File: src/rtl/ram_write_ctrl.sv
// Debounced single-shot write-port driver for the 32x4 RAM: one registered wren pulse per button press.
// Optional AUTO_INC_EN: the write address comes from an internal wrapping pointer instead of sw_addr.
module ram_write_ctrl #(
  parameter int ADDR_W          = 5,
  parameter int DATA_W          = 4,
  parameter int DEBOUNCE_CYCLES = 16,
  parameter int CNT_W           = 8
) (
  input  logic              clk,
  input  logic              reset,
  input  logic              key_n,
  input  logic [ADDR_W-1:0] sw_addr,
  input  logic [DATA_W-1:0] sw_data,
  output logic [ADDR_W-1:0] wraddress,
  output logic [DATA_W-1:0] data,
  output logic              wren,
  output logic              busy,
  output logic [CNT_W-1:0]  write_count
);

  localparam int DB_W = $clog2(DEBOUNCE_CYCLES);
  localparam logic [DB_W-1:0] DB_MAX = DB_W'(DEBOUNCE_CYCLES - 1);

  typedef enum logic [2:0] {
    IDLE,
    DB_PRESS,
    WRITE,
    WAIT_REL,
    DB_REL
  } state_t;

  state_t          state;
  logic [DB_W-1:0] db_cnt;
  logic            sync1;
  logic            sync2;
  logic            press_s;

  // Flops reset to 1 so a released button looks released straight out of reset.
  always_ff @(posedge clk or negedge reset) begin
    if (!reset) begin
      sync1 <= 1'b1;
      sync2 <= 1'b1;
    end else begin
      sync1 <= key_n;
      sync2 <= sync1;
    end
  end

  assign press_s = ~sync2;

`ifdef AUTO_INC_EN
  logic [ADDR_W-1:0] ptr;
`endif

  always_ff @(posedge clk or negedge reset) begin
    if (!reset) begin
      state       <= IDLE;
      db_cnt      <= '0;
      wraddress   <= '0;
      data        <= '0;
      wren        <= 1'b0;
      busy        <= 1'b0;
      write_count <= '0;
`ifdef AUTO_INC_EN
      ptr         <= '0;
`endif
    end else begin
      wren <= 1'b0;
      case (state)
        IDLE: begin
          db_cnt <= '0;
          if (press_s) begin
            state <= DB_PRESS;
            busy  <= 1'b1;
          end
        end
        DB_PRESS: begin
          if (!press_s) begin
            state  <= IDLE;
            busy   <= 1'b0;
            db_cnt <= '0;
          end else if (db_cnt == DB_MAX) begin
            // Address and data are frozen on the accepting edge, not while held.
            state  <= WRITE;
            wren   <= 1'b1;
            db_cnt <= '0;
`ifdef AUTO_INC_EN
            wraddress <= ptr;
`else
            wraddress <= sw_addr;
`endif
            data   <= sw_data;
          end else begin
            db_cnt <= db_cnt + 1'b1;
          end
        end
        WRITE: begin
          state       <= WAIT_REL;
          db_cnt      <= '0;
          write_count <= write_count + 1'b1;
`ifdef AUTO_INC_EN
          ptr         <= ptr + 1'b1;
`endif
        end
        WAIT_REL: begin
          db_cnt <= '0;
          if (!press_s) state <= DB_REL;
        end
        DB_REL: begin
          if (press_s) begin
            state  <= WAIT_REL;
            db_cnt <= '0;
          end else if (db_cnt == DB_MAX) begin
            state  <= IDLE;
            busy   <= 1'b0;
            db_cnt <= '0;
          end else begin
            db_cnt <= db_cnt + 1'b1;
          end
        end
        default: begin
          state  <= IDLE;
          busy   <= 1'b0;
          db_cnt <= '0;
        end
      endcase
    end
  end

endmodule
File: config.mk
export PLATFORM = sky130hd
export DESIGN_NAME = ram_write_ctrl
export DESIGN_NICKNAME = d
export VERILOG_FILES = /design/src/rtl/ram_write_ctrl.sv
export SDC_FILE = /design/constraint.sdc
export NUM_CORES = 1
export LEC_CHECK = 0
export BUFFER_PORTS_ARGS = -buffer_cell sky130_fd_sc_hd__buf_4
export CORE_UTILIZATION = 51
export DETAILED_ROUTE_END_ITERATION = 10
export PLACE_DENSITY = 0.77
export SLEW_MARGIN = 20
export SYNTH_ARGS = -nofsm -noshare
export SYNTH_HDL_FRONTEND = slang
export SYNTH_SLANG_ARGS = --single-unit
File: constraint.sdc
create_clock -name clk -period 2.1 [get_ports clk]
set_input_delay 0.63 -clock clk [delete_from_list [all_inputs] [get_ports clk]]
set_output_delay 0.63 -clock clk [all_outputs]
set_load 0.1 [all_outputs]
==> impl_summary.log <==
INFO  metric timing.critical_path.slowest_stage_cell = sky130_fd_sc_hd__dfrtp_1
INFO  metric synth_area_per_cell = approximately 13 sq um
INFO  metric power.leakage = between 0.7 and 0.8 nW
INFO  metric most-common-layout-cells = sky130_fd_sc_hd__buf_4, sky130_fd_sc_hd__dfrtp_1, sky130_fd_sc_hd__mux2_2
INFO  metric total_congestion_overflow_after_global_routing = 0
INFO  metric synth.ff_latch_count = 28
INFO  metric hold_path_class = input port to asynchronous set/reset pin
INFO  metric endpoint_kind = register
INFO  metric synth.top_cell.area_share = around 54%
INFO  metric crit-reg2reg-capture = wraddress[1]
INFO  metric drtIter0Drc = 3
INFO  metric nFillCells = about 190
INFO  metric count_of_boundary_i_o_pins = 31
INFO  metric total_clock_buffers_created_by_cts = 3
INFO  metric most_common_cell_after_layout_fill_and_taps_aside = sky130_fd_sc_hd__buf_4
INFO  metric yosys.cell_types.count = 28
INFO  metric synthesis.yosys.warnings = 0
INFO  metric setup_repair_after_global_routing_missed_its_margin = no
INFO  metric vias = 786
INFO  metric run_status = finished clean
INFO  metric hold_slack = around 0.2 ns
INFO  metric area_enclosed_by_the_die_boundary = 0.00254 sq mm
INFO  metric synthesis.nets = around 110
INFO  metric critical_path.cell_chain = or3b_4, nor3_4, mux2_2
INFO  metric vdd_ir_drop_max = roughly 0.00040 V
INFO  metric num_antenna_cells = 0
INFO  metric maxcap_viol_count = 0
INFO  metric post-synth-top-area-cell = sky130_fd_sc_hd__dfrtp_1
INFO  metric design.core.area = ~0.0022 sq mm
INFO  metric post_cts_resized = 0
INFO  metric post-cts-setup-buffers = 0
INFO  metric finish.net_count = 140
INFO  metric grt_pass1_vias = slightly above 800
INFO  metric cts.root.buffer_cell = sky130_fd_sc_hd__clkbuf_4
INFO  metric die_height = 50.4 um
INFO  metric worst_ep_arrival = roughly 2.1 ns
INFO  metric vias_per_cell = around 5.1
INFO  metric tightest_slew = 0.521 ns
INFO  metric total_power = approximately 0.00088 W
INFO  metric globalplace.congestion = a little under 0.8
INFO  metric timing.setup.tns = 0 ns
INFO  metric rr_worst_depth = 3
INFO  metric timing.fmax = about 0.53 GHz
INFO  metric cts.path.max_buffers = 2
INFO  metric layout-area-overhead-vs-synth = 23.5%
INFO  metric timing.rr.start = state[2]
INFO  metric dpl_worst_slack = 0.230 ns
INFO  metric cp_max_stage_delay = 0.49 ns
INFO  metric synthesis.instances = 93
INFO  metric cts_tree = built
INFO  metric seq_total_area_yosys = 58.8%
INFO  metric skew = 0.00581 ns
INFO  metric std_cell_rows = 17
INFO  metric starting_utilization_of_the_core_area = a little over half
INFO  metric drc = 0
INFO  metric drtAntennaViolNets = 0
INFO  metric post_synth_instance_area = 0.00120 sq mm
INFO  metric criticalPathCategory = register to register
INFO  metric dp.final_hpwl = 1380 um
INFO  metric power-per-cell-area = slightly below 600 mW/mm^2
INFO  metric drive_gt1_share = between 40% and 50%
INFO  metric floorplan.die.width = around 50 um
INFO  metric share_of_the_clock_period_used_by_the_worst_path = roughly 89%
INFO  metric worst-path-max-fanout = 10
INFO  metric clock_tree_sinks = 28
INFO  metric final_period_minus_worst_setup_slack = between 1.5 and 2 ns
INFO  metric final_setup_vio_count = 0
INFO  metric reg2reg_slack = roughly 0.23 ns
INFO  metric cp_num_buf_inv = 0
INFO  metric slew_headroom = 65.1%
INFO  metric timing_max_transition_violations_final = 0
INFO  metric routed_wire_length_per_instance = roughly 12 um
INFO  metric postRouteWirelength = 1850 um
INFO  metric clk_pin_slew_worst_paths = between 0.1 and 0.15 ns
INFO  metric grt_antenna_before_repair = 0
INFO  metric synth_area_leaders = sky130_fd_sc_hd__dfrtp_1, sky130_fd_sc_hd__mux2_2, sky130_fd_sc_hd__xnor2_1, sky130_fd_sc_hd__dfstp_2, sky130_fd_sc_hd__nand4_1
INFO  metric critical_path.startpoint_type = register
INFO  metric clock_tree.htree_level_count = 1
INFO  metric largest_net_degree_at_the_start_of_global_routing = 29
INFO  metric critical_path_required = approximately 2.3 ns
INFO  metric critical_path.top_delay_family = simple AND/OR/NAND/NOR gates
INFO  metric clk-insertion-delay-late = approximately 0.31 ns
INFO  metric grt_first_pass_wirelength = roughly 3500 um
INFO  metric drt_first_pass_iters = 4
INFO  metric setup_slack = around 0.23 ns
INFO  metric port_buffers = 30
INFO  metric grt.total_usage = ~18%
INFO  metric cts_stage_hold_buffer_count = 0
INFO  metric finalHoldViolCount = 0
[through the flow]
step / cells / utilization, % / instance area (sq um)
floorplan: 93 / - / 1200
global placement: 149 / 65.2 / 1440
detailed placement: 149 / 65.2 / 1440
CTS: 153 / 66.8 / 1480
global route: 153 / 66.8 / 1480
finish: 153 / 66.8 / 1480
[registers in the layout, indices dropped and copies added, names as in the netlist]
| name | flops |
|---|---|
| sync2 | 1 |
| state | 3 |
| wren | 1 |
| wraddress | 5 |
| write_count | 8 |
| sync1 | 1 |
| busy | 1 |
| db_cnt | 4 |
| data | 4 |
[cell usage after synthesis (all sizes together)]
| cell | number |
|---|---|
| a22oi | 2 |
| dfrtp | 26 |
| mux2 | 10 |
| nand4 | 5 |
| o211ai | 1 |
| or3b | 1 |
| and3 | 2 |
| xnor2 | 7 |
| nor2b | 4 |
| nor3b | 1 |
| o32ai | 1 |
| nand2 | 3 |
| nor3 | 2 |
| a31oi | 1 |
| ha | 2 |
| nand3 | 2 |
| clkbuf | 1 |
| o21ai | 3 |
| a21o | 1 |
| inv | 1 |
| xor2 | 2 |
| nor2 | 7 |
| nand2b | 1 |
| buf | 2 |
| dfstp | 2 |
| nand3b | 3 |
[cells by family after synthesis]
group	after synthesis	synth area share, %
buffers and inverters	4	2.20
AND/OR/NAND/NOR	31	15.9
flip-flops	28	58.8
AO/OA/AOI/OAI	9	5.02
XOR/XNOR	9	6.59
adder cells (fa/ha/maj)	2	2.09
multiplexers	10	9.41
[power breakdown]
group / leakage, nW / switching, W / total [W] / internal (W)
Clock: 0.0210 / 0.000141 / 0.000246 / 0.000106
Sequential: 0.377 / 0.00000743 / 0.000557 / 0.000549
Combinational: 0.342 / 0.0000457 / 0.0000746 / 0.0000289
Total: 0.740 / 0.000194 / 0.000878 / 0.000684
[per-layer routing]
| layer | vias to the layer above | routed length [um] | global-route usage, % |
|---|---|---|---|
| met3 | 2 | 74 | 4.55 |
| li1 | 390 | - | - |
| met1 | 373 | 874 | 24.7 |
| met2 | 21 | 896 | 28.0 |
| met5 | - | 0 | 0 |
| met4 | 0 | 8 | 7.41 |
[final cells by class]
| class | count | area [sq um] | area share, % |
|---|---|---|---|
| Tap cell | 28 | 35.0 | 2.37 |
| Sequential cell | 28 | 703 | 47.6 |
| Timing Repair Buffer | 31 | 233 | 15.7 |
| Inverter | 1 | 3.75 | 0.254 |
| Clock buffer | 4 | 36.3 | 2.46 |
| Multi-Input combinational cell | 61 | 467 | 31.6 |
[worst max-delay path by stage]
stage | start | endpoint | depth (start not counted)
global route | state[2] | data[1] | 3
CTS | state[2] | wraddress[2] | 3
finish | state[2] | wraddress[1] | 3
detailed placement | state[2] | wraddress[1] | 3
floorplan | state[2] | data[0] | 4
global placement | state[2] | wraddress[0] | 3
No activity file was read; power rests on OpenSTA's default activity.
